### config.mk
export PLATFORM = sky130hd
export DESIGN_NAME = adc_scan_scheduler
export DESIGN_NICKNAME = d
export VERILOG_FILES = /design/src/rtl/adc_scan_scheduler.sv
export SDC_FILE = /design/constraint.sdc
export NUM_CORES = 1
export LEC_CHECK = 0
export ABC_AREA = 1
export CAP_MARGIN = 5
export CORE_MARGIN = 4
export CORE_UTILIZATION = 40
export CTS_CLUSTER_DIAMETER = 200
export DETAILED_ROUTE_END_ITERATION = 8
export GPL_ROUTABILITY_DRIVEN = 0
export PLACE_DENSITY = 0.76
export SLEW_MARGIN = 20
export SYNTH_ARGS = -nofsm -noshare
export SYNTH_HDL_FRONTEND = slang
export SYNTH_SLANG_ARGS = --single-unit
### constraint.sdc
create_clock -name clk_i -period 2.5 [get_ports clk_i]
set_clock_uncertainty 0.1 [all_clocks]
set_input_delay 0.25 -clock clk_i [delete_from_list [all_inputs] [get_ports clk_i]]
set_output_delay 0.25 -clock clk_i [all_outputs]
set_load 0.005 [all_outputs]
### src/rtl/adc_scan_scheduler.sv
// Scans NUM_CH adc channel controllers in ascending order over one shared I2C master
// and captures each channel's 16-bit result. Optional watchdog: define SCAN_TIMEOUT_EN.
module adc_scan_scheduler #(
  parameter int unsigned NUM_CH         = 4,
  parameter int unsigned PERIOD_CYCLES  = 27000,
  parameter int unsigned TIMEOUT_CYCLES = 1000000
) (
  input  logic                   clk_i,
  input  logic                   rst_ni,
  input  logic                   run_i,
  input  logic [NUM_CH-1:0]      chan_mask_i,
  output logic [NUM_CH-1:0]      adc_enable_o,
  input  logic [NUM_CH-1:0]      adc_data_ready_i,
  input  logic [16*NUM_CH-1:0]   adc_data_i,
  input  logic [2*NUM_CH-1:0]    adc_i2c_instruction_i,
  input  logic [NUM_CH-1:0]      adc_i2c_enable_i,
  input  logic [8*NUM_CH-1:0]    adc_i2c_byte_i,
  output logic [1:0]             i2c_instruction_o,
  output logic                   i2c_enable_o,
  output logic [7:0]             i2c_byte_to_send_o,
  output logic [16*NUM_CH-1:0]   result_o,
  output logic [NUM_CH-1:0]      result_valid_o,
  output logic                   scan_done_o,
  output logic                   busy_o,
  output logic [NUM_CH-1:0]      error_o,
  output logic [2:0]             state_o
);

  localparam int unsigned IDX_W = (NUM_CH > 1) ? $clog2(NUM_CH) : 1;
  localparam int unsigned PER_W = (PERIOD_CYCLES > 1) ? $clog2(PERIOD_CYCLES) : 1;
  localparam logic [PER_W-1:0] PER_MAX = PER_W'(PERIOD_CYCLES - 1);

  typedef enum logic [2:0] {
    IDLE        = 3'd0,
    ENABLE      = 3'd1,
    WAIT_BUSY   = 3'd2,
    WAIT_DONE   = 3'd3,
    RELEASE     = 3'd4,
    NEXT        = 3'd5,
    WAIT_PERIOD = 3'd6
  } state_e;

  state_e            state_q;
  logic [IDX_W-1:0]  grant_q;
  logic [NUM_CH-1:0] mask_q;
  logic [PER_W-1:0]  per_cnt_q;
  logic [NUM_CH-1:0] start_mask;
  logic [IDX_W:0]    start_sel;
  logic [IDX_W:0]    next_sel;
  logic              per_hit;
  logic              rdy_g;
  int                gi;

  // Returns {found, index} of the lowest set bit of m at or above position from.
  function automatic logic [IDX_W:0] first_from(input logic [NUM_CH-1:0] m, input int from);
    logic [IDX_W:0] r;
    r = '0;
    for (int i = NUM_CH - 1; i >= 0; i--) begin
      if (m[i] && (i >= from)) r = {1'b1, IDX_W'(i)};
    end
    return r;
  endfunction

`ifdef SCAN_TIMEOUT_EN
  localparam int unsigned WD_W = $clog2(TIMEOUT_CYCLES + 1);
  logic [WD_W-1:0]   wd_q;
  logic              wd_hit;
  logic [NUM_CH-1:0] error_q;

  assign wd_hit     = (32'(wd_q) == (TIMEOUT_CYCLES - 1));
  assign error_o    = error_q;
  assign start_mask = chan_mask_i & ~error_q;

  // Counts the cycles the granted channel has spent in WAIT_BUSY plus WAIT_DONE.
  always_ff @(posedge clk_i or negedge rst_ni) begin
    if (!rst_ni) begin
      wd_q <= '0;
    end else if (state_q == WAIT_BUSY || state_q == WAIT_DONE) begin
      wd_q <= wd_q + 1'b1;
    end else begin
      wd_q <= '0;
    end
  end
`else
  assign error_o    = '0;
  assign start_mask = chan_mask_i;
`endif

  assign gi        = 32'(grant_q);
  assign rdy_g     = adc_data_ready_i[grant_q];
  assign start_sel = first_from(start_mask, 0);
  assign next_sel  = first_from(mask_q, gi + 1);
  assign state_o   = state_q;

  // Leaving WAIT_PERIOD on the edge where the counter reaches PERIOD_CYCLES-1 puts the
  // following scan start exactly PERIOD_CYCLES cycles after the previous one.
  assign per_hit = (32'(per_cnt_q) + 32'd1) >= (PERIOD_CYCLES - 1);

  always_comb begin
    i2c_instruction_o  = adc_i2c_instruction_i[2*gi +: 2];
    i2c_byte_to_send_o = adc_i2c_byte_i[8*gi +: 8];
    i2c_enable_o       = 1'b0;
    if (state_q == WAIT_BUSY || state_q == WAIT_DONE) i2c_enable_o = adc_i2c_enable_i[grant_q];
  end

  always_ff @(posedge clk_i or negedge rst_ni) begin
    if (!rst_ni) begin
      state_q        <= IDLE;
      grant_q        <= '0;
      mask_q         <= '0;
      per_cnt_q      <= '0;
      adc_enable_o   <= '0;
      result_o       <= '0;
      result_valid_o <= '0;
      scan_done_o    <= 1'b0;
      busy_o         <= 1'b0;
`ifdef SCAN_TIMEOUT_EN
      error_q        <= '0;
`endif
    end else begin
      scan_done_o <= 1'b0;
      if (per_cnt_q != PER_MAX) per_cnt_q <= per_cnt_q + 1'b1;
      case (state_q)
        IDLE: begin
          if (run_i && start_sel[IDX_W]) begin
            mask_q    <= start_mask;
            per_cnt_q <= '0;
            busy_o    <= 1'b1;
            grant_q   <= start_sel[IDX_W-1:0];
            state_q   <= ENABLE;
          end
        end
        ENABLE: begin
          adc_enable_o <= NUM_CH'(1) << grant_q;
          state_q      <= WAIT_BUSY;
        end
        WAIT_BUSY: begin
          // A channel still showing ready here has not yet taken the enable.
          if (!rdy_g) begin
            state_q <= WAIT_DONE;
          end
`ifdef SCAN_TIMEOUT_EN
          else if (wd_hit) begin
            error_q[grant_q] <= 1'b1;
            adc_enable_o     <= '0;
            state_q          <= NEXT;
          end
`endif
        end
        WAIT_DONE: begin
          if (rdy_g) begin
            result_o[16*gi +: 16]   <= adc_data_i[16*gi +: 16];
            result_valid_o[grant_q] <= 1'b1;
            adc_enable_o            <= '0;
            state_q                 <= RELEASE;
          end
`ifdef SCAN_TIMEOUT_EN
          else if (wd_hit) begin
            error_q[grant_q] <= 1'b1;
            adc_enable_o     <= '0;
            state_q          <= NEXT;
          end
`endif
        end
        RELEASE: begin
          if (rdy_g) state_q <= NEXT;
        end
        NEXT: begin
          if (next_sel[IDX_W]) begin
            grant_q <= next_sel[IDX_W-1:0];
            state_q <= ENABLE;
          end else begin
            scan_done_o <= 1'b1;
            busy_o      <= 1'b0;
            // An overrun scan goes straight back to IDLE so the next one starts at once.
            state_q     <= (!run_i || per_hit) ? IDLE : WAIT_PERIOD;
          end
        end
        WAIT_PERIOD: begin
          if (!run_i || per_hit) state_q <= IDLE;
        end
        default: state_q <= IDLE;
      endcase
    end
  end

endmodule

==> results_dict.tcl, run 1 <==
set metrics [dict create \
    initialDrtViolationCount 438 \
    ys_seq_area_share_pct 44.96 \
    vias 5523 \
    slowest_delay_ns 0.55 \
    syn-cell-area_mm2 0.005454 \
    rsz0062_at_grt "false" \
    hold_ws_ns 0.3865 \
    area_growth_pct 46.78 \
    grt_usage_pct 22.53 \
    crit_required_ns 2.15 \
    start_util_pct 41.02 \
    nFillCells 1183 \
    coreArea_mm2 0.01330 \
    cts_buffer_depth 2 \
    ys_ff_latch 98 \
    synth_top_area_share_pct 44.96 \
    routed_wl_um 17710 \
    fp.dieW_um 124.8 \
    cts.sinks 98 \
    clk_pin_slew_ns 0.06 \
    grt_max_degree 55 \
    antenna_found_initial 0 \
    critPathBufInv 3 \
    cp_cell_sequence "inv_4 -> buf_6 -> o21ai_0 -> o22ai_1 -> clkdlybuf4s50_1" \
    arrival_ns 2.05 \
    critical_path_class "flop to primary output" \
    end_kind "primary output" \
    synth_top_cell_by_area "dfrtp_1" \
    cts_root_buf "clkbuf_16" \
    ant_nets 0 \
    p_per_area_mw_per_mm2 911.5 \
    cts_setup_buffers 0 \
    wl_per_cell_um 16.40 \
    grt_pass1_wl_um 28590 \
    critPathLaunchType "flop" \
    dp_hpwl_um 13210 \
    drc 0 \
    fmax_mhz 416.9 \
    fin_crit_ns 2.399 \
    numCtsBuffers 9 \
    syn-instance-count 706 \
    cts_tree "yes" \
    ioPinCount 211 \
    drive_gt1_share_pct 6.858 \
    overflow 0 \
    crit_family "buffers and inverters" \
    ys_types 35 \
    synthTopCellsByArea "dfrtp_1 45%, nand2_1 12%, o21ai_1 5.6%" \
    fin_nets 1028 \
    die-height_um 124.8 \
    worstMarginPinSlew_ns 1.073 \
    critical_path.max_fanout 23 \
    setup_tns_ns 0 \
    r2r_slack_ns 0.25 \
    via_per_inst 5.114 \
    setup_viol 0 \
    num_rows 42 \
    final_max_slew_viol_count 0 \
    post-route-period-util_pct 95.94 \
    crit_slowest_cell "clkdlybuf4s50_1" \
    firstDrtPassIters 5 \
    diodes 0 \
    leakage_nw 3.460 \
    portBuffers 206 \
    yosysWarnings 0 \
    status "finished, final reports clean" \
    hp-class "flop to flop" \
    postSynthAreaPerCell_um2 7.725 \
    max-cap-violations 0 \
    finalHoldViolCount 0 \
    grt_pass1_vias 5482 \
    placed_cell_area_mm2 0.007664 \
    setup_slack_ns 0.1015 \
    htreeDepth 3 \
    preCtsSetupSlack_ns 0.2033 \
    worstSkewPairLatency_ns 0.34 \
    die_area_mm2 0.01557 \
    power_mw 7.296 \
    max_slew_margin_pct 28.19 \
    vdd.ir_drop.worst_mv 0.6168 \
    design_area_mm2 0.008005 \
]
[timing repair]
item / 4_1_cts / 5_1_grt
cloned: 1 / 0
hold endpoints to repair: 51 / 0
endpoints found under the setup margin: 6 / 6
hold buffers: 1 / 0
resized for setup: 2 / 4
[power breakdown]
part	switching (mW)	internal [mW]
registers	0.282	1.93
logic	2.10	1.67
clock network	0.609	0.707
total	3.00	4.30
[synthesized netlist by cell type, drive strengths merged]
cell and n:
nand4 5, conb 1, o31ai 17, buf 27, o21ai 119, nor2 82
nand2 178, clkbuf 16, nand3 41, nor4 1, nand3b 1, xor2 3
nor3 9, a221oi 1, inv 42, o21bai 4, a32o 16, o22ai 11
ha 10, a31oi 1, a21oi 21, dfrtp 98, a211oi 1, o32ai 1
[metal layers]
metal  vias to the layer above  wire length [um]  track usage (%)
li1                       2764                 -                -
met1                      2576              7558            28.74
met2                       159              8574            37.02
met3                        24              1304            8.319
met4                         0               276            4.191
met5                         -                 0                0
[layout make-up]
| class | instances | area, um2 | area share, % |
|---|---|---|---|
| Clock buffer | 11 | 242.7 | 3.032 |
| Tap cell | 176 | 220.2 | 2.751 |
| Clock inverter | 5 | 35.03 | 0.4376 |
| Sequential cell | 98 | 2454 | 30.65 |
| Inverter | 42 | 160.2 | 2.001 |
| Multi-Input combinational cell | 526 | 2648 | 33.07 |
| Timing Repair Buffer | 222 | 2246 | 28.06 |
[cell families after synthesis]
family / count (synthesis) / synth area share, %
buffers and inverters: 85 / 6.791
adder cells (fa/ha/maj): 10 / 2.294
flip-flops: 98 / 44.96
AO/OA/AOI/OAI: 192 / 20.58
XOR/XNOR: 3 / 0.4818
AND/OR/NAND/NOR: 317 / 24.82
other: 1 / 0.06876
[worst reg2reg max path, delay by kind of cell (launching register included)]
family | cells | cell delay (ns)
buf+inv | 2 | 0.46
flops | 1 | 0.46
simple gates | 7 | 1.18
[final timing paths]
| check | start | end | cells past startpoint |
|---|---|---|---|
| setup / recovery | grant_q[0]$_DFFE_PN0P_ | i2c_byte_to_send_o[0] | 5 |
| hold / removal | result_valid_o[2]$_DFFE_PN0P_ | result_valid_o[2]$_DFFE_PN0P_ | 1 |
| setup reg to reg | grant_q[0]$_DFFE_PN0P_ | result_o[38]$_DFFE_PN0P_ | 9 |
| hold reg to reg | result_valid_o[2]$_DFFE_PN0P_ | result_valid_o[2]$_DFFE_PN0P_ | 1 |
| max in group asynchronous | rst_ni | result_o[60]$_DFFE_PN0P_ | 3 |
| min in group asynchronous | rst_ni | result_valid_o[1]$_DFFE_PN0P_ | 2 |
[metrics by stage]
| step | std cells | util, % |
|---|---|---|
| detailed placement | 1062 | 57.64 |
| global route | 1080 | 60.21 |
| CTS | 1080 | 60.10 |
| floorplan | 709 | - |
| global placement | 1062 | 57.64 |
| finish | 1080 | 60.21 |
[cell usage in the layout, fill, tap and decap left out, types with 2 or more instances in the layout]
master	instances
a21oi_1	21
o21bai_1	4
nand3_1	38
nor3_1	5
buf_12	2
clkdlybuf4s50_1	204
buf_4	11
nor2_4	3
conb_1	4
clkbuf_16	9
o31ai_1	17
nand2_2	5
o21ai_0	57
inv_1	34
nand4_1	5
o22ai_1	11
nand2_1	173
nor3_2	4
nand3_2	3
ha_1	10
xor2_1	3
o21ai_1	61
nor2_2	5
inv_6	2
dfrtp_1	97
nor2_1	74
a32o_1	16
inv_2	7
clkinv_2	2
[flip-flops by register name, indices dropped and copies added (netlist names)]
name,cells
mask_q,4
result_valid_o,4
per_cnt_q,15
scan_done_o,1
result_o,64
grant_q,2
state_o,3
adc_enable_o,4
busy_o,1
Power figures use the tool's default switching activity.
==> inputs of run 2 (changes only) <==
--- a/config.mk
+++ b/config.mk
@@ -8,11 +8,14 @@
 export ABC_AREA = 1
 export CAP_MARGIN = 5
 export CORE_MARGIN = 4
-export CORE_UTILIZATION = 40
+export CORE_UTILIZATION = 41
+export CTS_BUF_LIST = sky130_fd_sc_hd__clkbuf_8
 export CTS_CLUSTER_DIAMETER = 200
 export DETAILED_ROUTE_END_ITERATION = 8
 export GPL_ROUTABILITY_DRIVEN = 0
-export PLACE_DENSITY = 0.76
+export PLACE_DENSITY = 0.78
+export RECOVER_POWER = 50
+export SETUP_SLACK_MARGIN = 0.3
 export SLEW_MARGIN = 20
 export SYNTH_ARGS = -nofsm -noshare
 export SYNTH_HDL_FRONTEND = slang
==> run 2 against run 1 <==
  * Critical path depth did not move
  * Clock power fell by 12%
  * Clock-buffer cell count fell by 2
  * Maximum frequency rose by 14%
  * Register-to-register slack improved by 0.17 ns
  * Wire length rose by 1.9%
  * Global-route usage rose by 1.7 points
  * Setup slack improved by 0.29 ns
  * Worst hold slack got worse by 0.011 ns
  * Total power rose by 3.4%
  * Sequential share of layout area fell by 1.1 points
  * Combinational power rose by 11%
  * Critical endpoint is now i2c_byte_to_send_o[3]
  * Largest cell class unchanged
==> results_dict.tcl, run 2 (synthesis results as in run 1) <==
set metrics [dict create \
    status "finished, final reports clean" \
    p_per_area_mw_per_mm2 909.8 \
    largest_reg_flops 64 \
    reg2reg_depth 10 \
    whs_endpoint "result_valid_o[1]$_DFFE_PN0P_" \
    cts_tree "yes" \
    layout_commonest_cell "nand2_1" \
    preCtsSetupSlack_ns 0.1815 \
    end_kind "primary output" \
    setup_tns_ns 0 \
    firstDrtPassIters 5 \
    ioPinCount 211 \
    worstSkewPairLatency_ns 0.37 \
    finalHoldViolCount 0 \
    crit_required_ns 2.15 \
    leakage_nw 3.732 \
    r2r_slack_ns 0.42 \
    routed_wl_um 18050 \
    initialDrtViolationCount 453 \
    worstMarginPinSlew_ns 0.9985 \
    worstReg2RegEnd "busy_o$_DFFE_PN0P_" \
    crit_family "buffers and inverters" \
    post-route-period-util_pct 84.52 \
    layout.area.seq_mm2 0.002455 \
    cts_buffer_depth 2 \
    final_cell_mix "171 x nand2_1, 152 x clkdlybuf4s50_1, 96 x dfrtp_1" \
    critical_path.max_fanout 20 \
    critPathBufInv 3 \
    die_area_mm2 0.01521 \
    nFillCells 1084 \
    grt_usage_pct 24.26 \
    cp_cell_sequence "buf_12 -> buf_12 -> o21ai_0 -> o22ai_1 -> dlygate4sd2_1" \
    critPathLaunchType "flop" \
    fin_crit_ns 2.113 \
    cts.sinks 98 \
    multi_input_area_mm2 0.002719 \
    grt_pass1_wl_um 28770 \
    drive_gt1_share_pct 10.36 \
    num_rows 41 \
    fin_nets 1051 \
    rsz0062_at_grt "true" \
    coreArea_mm2 0.01282 \
    dp_hpwl_um 12900 \
    power_mw 7.548 \
    max_slew_margin_pct 33.43 \
    largest_register "result_o" \
    portBuffers 206 \
    grt_use_met1_pct 30.28 \
    grt_busiest_layer "met2" \
    wl_per_cell_um 16.43 \
    final_max_slew_viol_count 0 \
    drc 0 \
    cts_root_buf "clkbuf_8" \
    via_per_inst 5.136 \
    numCtsBuffers 9 \
    vdd.ir_drop.worst_mv 0.4682 \
    vias 5645 \
    met3_usage_pct 8.097 \
    hold_ws_ns 0.3750 \
    setup_viol 0 \
    ant_nets 0 \
    fmax_mhz 473.3 \
    slowest_delay_ns 0.44 \
    crit_slowest_cell "dfrtp_2" \
    grt_pass1_vias 5609 \
    overflow 0 \
    worstHoldStart "result_valid_o[1]$_DFFE_PN0P_" \
    max-cap-violations 0 \
    start_util_pct 42.53 \
    htreeDepth 3 \
    arrival_ns 1.76 \
    die-height_um 123.3 \
    hp-class "flop to flop" \
    setup_slack_ns 0.3870 \
    clk_pin_slew_ns 0.10 \
    hold_depth 1 \
    fp.dieW_um 123.3 \
    r2r-start "grant_q[0]$_DFFE_PN0P_" \
    crit_top_cell "buf_12" \
    grt_max_degree 40 \
    top_regs "result_o: 64 flops, per_cnt_q: 15 flops" \
    met2_usage_pct 40.91 \
    antenna_found_initial 0 \
    critical_path_class "flop to primary output" \
    place_inst 1058 \
    area_growth_pct 52.12 \
    fin_cells 1099 \
    diodes 0 \
]
[run 2: changes by cell type in the layout (fill, tap and decap cells not counted), moves of 8 or more]
cell	before	now
clkdlybuf4s50_1	204	152
dlygate4sd3_1	1	43
clkbuf_16	9	0
clkbuf_8	1	9
dlygate4sd2_1	0	8
buf_4	11	24
[run 2: metrics by stage]
step | util, % | area (um2)
floorplan | - | 5477
global placement | 59.81 | 7671
detailed placement | 59.81 | 7671
CTS | 63.52 | 8147
global route | 64.69 | 8297
finish | 64.69 | 8297
[run 2: worst max-delay path by stage]
stage,start,endpoint,slack [ns],cells past startpoint
after CTS,grant_q[0]$_DFFE_PN0P_,i2c_byte_to_send_o[6],0.20,6
final,grant_q[0]$_DFFE_PN0P_,i2c_byte_to_send_o[3],0.39,5
after detailed placement,grant_q[0]$_DFFE_PN0P_,result_o[0]$_DFFE_PN0P_,0.18,5
after floorplan,grant_q[0]$_DFFE_PN0P_,grant_q[0]$_DFFE_PN0P_,0.30,14
after global routing,grant_q[0]$_DFFE_PN0P_,result_o[12]$_DFFE_PN0P_,0.27,8
after global placement,grant_q[0]$_DFFE_PN0P_,result_o[8]$_DFFE_PN0P_,0.27,5
[run 2: layout make-up]
type                    instances  share of cell area, %
multi-input cells             526                  32.77
repair buffers                244                  30.19
flip-flops and latches         98                  29.59
well taps                     172                  2.594
inverters                      42                  2.051
clock buffers                   9                  1.493
clock inverters                 7                  1.206
repair inverters                1                 0.1056
[run 2: repair_timing]
action,in CTS,in global routing
hold buffers,1,0
resized for setup,18,27
pin swaps,1,6
setup endpoints to repair,27,58
endpoints found under the hold margin,36,0
gates cloned,4,0
setup buffers,12,8
[run 2: where the power goes]
group	internal (mW)	switching (mW)
clock network	0.574	0.589
logic	1.90	2.29
registers	1.93	0.266
total	4.40	3.14
[run 2: layer usage]
metal | vias up | wire [um]
met5 | - | 0
met4 | 0 | 245
met2 | 166 | 8972
li1 | 2812 | -
met3 | 23 | 1427
met1 | 2644 | 7408
==> patch 1 (config.mk and constraints of run 1) <==
Set the parameter `PERIOD_CYCLES` to 54000 (it was 27000).
--- a/src/rtl/adc_scan_scheduler.sv
+++ b/src/rtl/adc_scan_scheduler.sv
@@ -2,7 +2,7 @@
 // and captures each channel's 16-bit result. Optional watchdog: define SCAN_TIMEOUT_EN.
 module adc_scan_scheduler #(
   parameter int unsigned NUM_CH         = 4,
-  parameter int unsigned PERIOD_CYCLES  = 27000,
+  parameter int unsigned PERIOD_CYCLES  = 54000,
   parameter int unsigned TIMEOUT_CYCLES = 1000000
 ) (
   input  logic                   clk_i,
Behaviour: no difference found for any inputs over 4 cycles, from zero or initial values and one cycle with rst_ni low; that may be too few to reach the edited logic, so the function may still have changed.
==> patch 1 against run 1 <==
  * Worst setup slack improved by 1.2 ps
  * Synthesized area grew 2.9%
  * Non-clock buffer count is 8 higher
  * Power is 0.42% higher
  * Sequential cell count rose by 1
  * Critical path type unchanged
  * Routed wire length grew 5.1%
  * Hold slack got worse by 110 ps
  * Design area up 2.9%
  * First-iteration DRC count is 14% higher
  * Core utilization fell by 0.66 points
  * Largest cell class unchanged
==> patch 1: results (changes against run 1) <==
Layout area overhead = 46.7% (was 46.8%)
largest net degree at the start of global routing = 43 (was 55)
met3 Track Usage GR = 0.0514 (was 0.0832)
Area contributors post-synth = dfrtp_1 44%, nand2_1 12%, o21ai_0 11% (was dfrtp_1 45%, nand2_1 12%, o21ai_1 5.6%)
Pre-antenna DRT Iters = 6 (was 5)
met1 Usage GRT = 0.290 (was 0.287)
HPWL Detailed = 14000 um (was 13200 um)
clock sink total = 99 (was 98)
#MultiIn Comb = 555 (was 526)
DRT iter0 DRCs = 498 (was 438)
end point of the critical path = i2c_byte_to_send_o[1] (was i2c_byte_to_send_o[0])
Clock transition at path regs = 80 ps (was 60 ps)
met2 wire len = 8990 um (was 8570 um)
status = finished clean (unchanged)
layout cells sized above 1 = 0.0654 (was 0.0686)
routed vias/inst = 5.37 (was 5.11)
met3 wire len = 1350 um (was 1300 um)
pre-CTS setup slack = 121 ps (was 203 ps)
GRT Overall Usage = 0.222 (was 0.225)
post-synthesis instance total = 744 (was 706)
Power Dens Cells = 890 mW/mm2 (was 911 mW/mm2)
biggest regs = result_o x64, per_cnt_q x16 (was result_o x64, per_cnt_q x15)
Reg-to-Reg Start = grant_q[1] (was grant_q[0])
register area = 0.00248 mm2 (was 0.00245 mm2)
fin crit share = 0.959 (about the same)
die area = 0.0160 mm2 (was 0.0156 mm2)
Seq/Total Area, Yosys = 0.441 (was 0.450)
Data buffer area share = 0.275 (was 0.281)
M1 WL = 7810 um (was 7560 um)
DR WL/cell = 16.5 um (was 16.4 um)
Static Leak = 0.00359 uW (was 0.00346 uW)
[patch 1: cells by family (layout without fill, tap and decap cells)]
| family | count (synthesis) | count (layout) | synth area share |
|---|---|---|---|
| buffers and inverters | 93 | 294 | 0.0698 |
| XOR/XNOR | 3 | 3 | 0.00468 |
| AO/OA/AOI/OAI | 197 | 197 | 0.205 |
| adder cells (fa/ha/maj) | 10 | 10 | 0.0223 |
| flip-flops | 99 | 99 | 0.441 |
| other | 1 | 4 | 0.000668 |
| AND/OR/NAND/NOR | 341 | 341 | 0.257 |
[patch 1: timing repair]
action	in CTS	in global routing
resized for setup	2	4
hold endpoints to repair	32	0
hold buffers	1	0
endpoints found under the setup margin	6	6
setup buffers	2	0
[patch 1: critical path, cell delays in order (launching register included)]
cell	delay [ps]
dfrtp_2	460
inv_2	160
buf_8	220
o21ai_0	130
o22ai_1	170
clkdlybuf4s50_1	540
==> patch 2 (settings of run 1) <==
Without the edit above. The option `SCAN_TIMEOUT_EN` is turned on by a define.
--- a/src/rtl/adc_scan_scheduler.sv
+++ b/src/rtl/adc_scan_scheduler.sv
@@ -1,5 +1,7 @@
 // Scans NUM_CH adc channel controllers in ascending order over one shared I2C master
 // and captures each channel's 16-bit result. Optional watchdog: define SCAN_TIMEOUT_EN.
+`define SCAN_TIMEOUT_EN
+
 module adc_scan_scheduler #(
   parameter int unsigned NUM_CH         = 4,
   parameter int unsigned PERIOD_CYCLES  = 27000,
Check against the original RTL: no difference found for any inputs over 4 cycles, from zero or initial values and one cycle with rst_ni low; that may be too few to reach the edited logic, so the function may still have changed.
==> patch 2 against run 1 <==
  * Routed wire length grew 23%
  * Synthesized area is 22% higher
  * Power increased by 26%
  * Count of clock-buffer cells in the layout increased by 7
  * Highest routed layer unchanged
  * Largest power group unchanged
  * Design area up 20%
  * Synthesized cell count rose by 20%
  * Sequential cell count up 24
  * Worst setup slack worse by 33 ps
  * Maximum frequency is 1.3% lower
  * Die area grew 21%
  * Sequential share of layout area grew 1.1 points
  * First-iteration DRC count is 28% higher
==> patch 2: results (changes against run 1) <==
P_clk = 2390 uW (was 1320 uW)
met1 Usage GRT = 0.298 (was 0.287)
status = finished clean (unchanged)
HPWL Detailed = 15900 um (was 13200 um)
GRT met2 Usage = 0.393 (was 0.370)
Reg-to-Reg Start = grant_q[0] (unchanged)
Crit Path Class = reg -> out (unchanged)
post-cts resize count = 2 (unchanged)
Synth Net Count = 976
met2 wire len = 10700 um (was 8570 um)
Static Leak = 0.00422 uW (was 0.00346 uW)
number of global-route vias before repair = 6699 (was 5482)
Clock transition at path regs = 60 ps (about the same)
clk_lat worst skew = 410 ps (was 340 ps)
uppermost layer routed = met4 (unchanged)
Comb group = 4250 uW (was 3770 uW)
layout cells sized above 1 = 0.0688 (was 0.0686)
met3 wire len = 1750 um (was 1300 um)
most instantiated cells after synthesis = 148 x nand2_1, 136 x o21ai_0, 122 x dfrtp_1 (was 173 x nand2_1, 98 x dfrtp_1, 74 x nor2_1)
GRT Overall Usage = 0.235 (was 0.225)
Critical Path AT = 2080 ps (was 2050 ps)
Area contributors post-synth = dfrtp_1 46%, o21ai_0 10%, nand2_1 8.3% (was dfrtp_1 45%, nand2_1 12%, o21ai_1 5.6%)
flop2flop setup slack = 230 ps (was 250 ps)
Seq/Total Area, Yosys = 0.458 (was 0.450)
Reg2Reg Capture Point = grant_q[1] (was result_o[38])
biggest regs = result_o x64, wd_q x20, per_cnt_q x15 (was result_o x64, per_cnt_q x15)
asr flop ratio synth = 1.00 (unchanged)
Yosys warnings = 0 (unchanged)
Total Wirelength = 21800 um (was 17700 um)
DRT iter0 DRCs = 562 (was 438)
H-Tree Depth = 4 (was 3)
distinct cell type count after synthesis = 40 (was 35)
Worst Hold Class = in -> async (was reg -> reg)
Pint = 5490 uW (was 4300 uW)
largest net degree at the start of global routing = 65 (was 55)
worst-case vdd ir drop = 0.565 mV (was 0.617 mV)
NumNets Final = 1178 (was 1028)
via count = 6816 (was 5523)
Worst R2R Path Depth = 7 (was 9)
M1 WL = 9070 um (was 7560 um)
postcts setup bufs = 0 (unchanged)
maximum net fanout on the critical path = 26 (was 23)
met3 Track Usage GR = 0.0739 (was 0.0832)
first-pass GRT wire length = 34400 um (was 28600 um)
CTS Buf Count = 17 (was 9)
Tightest Pin Transition = 896 ps (was 1070 ps)
port buffer count = 210 (was 206)
P_seq = 2520 uW (was 2210 uW)
CTS root buf = clkbuf_16 (unchanged)
patch 2: cell types whose count changed after synthesis, moves of 8 or more:
cell / run 1 / this run
o41ai_1: 0 / 16
o21ai_0: 57 / 136
a32o_1: 16 / 0
inv_1: 34 / 61
nor2_1: 74 / 113
clkbuf_1: 16 / 24
o22a_1: 0 / 16
o21ai_1: 61 / 14
nand2_1: 173 / 148
dfrtp_1: 98 / 122
patch 2: cell type report:
cell class	count	area, um2
inverters	67	259
repair buffers	228	2300
clock buffers	18	429
clock inverters	14	148
multi-input cells	612	3150
flip-flops and latches	122	3050
well taps	216	270
fillers	1413	6500
patch 2: worst max-delay path by stage:
stage	end	slack (ps)	cells after the start
3_3_place_gp	grant_q[1]	250	10
6_report	i2c_byte_to_send_o[3]	70	5
2_1_floorplan	grant_q[1]	50	12
5_1_grt	i2c_byte_to_send_o[3]	-0.3	5
3_5_place_dp	result_o[14]	210	5
4_1_cts	i2c_enable_o	-10	6
patch 2: through the flow:
stage                     cell area (um2)  hold slack (ps)  cells  setup WS (ps)
final                                9620              296   1277           68.7
after global routing                 9620              368   1277         -0.317
after CTS                            9570              304   1275          -12.8
after detailed placement             8980              204   1242            211
after global placement               8980              205   1242            246
after floorplan                      6670             -146    846           46.8
patch 2: kinds of logic after synthesis:
group | synth area share
DFF | 0.458
adders and majority gates | 0.0206
xor gates and xnor gates | 0.00525
AOI/OAI and AO/OA | 0.217
and+or+nand+nor | 0.230
buffers and inverters | 0.0696
patch 2: worst max-delay path: stages, from the launching register on:
cell,delay [ps]
dfrtp_2,480
inv_6,170
buf_12,190
nor2_1,50
o22ai_1,220
clkdlybuf4s50_1,540
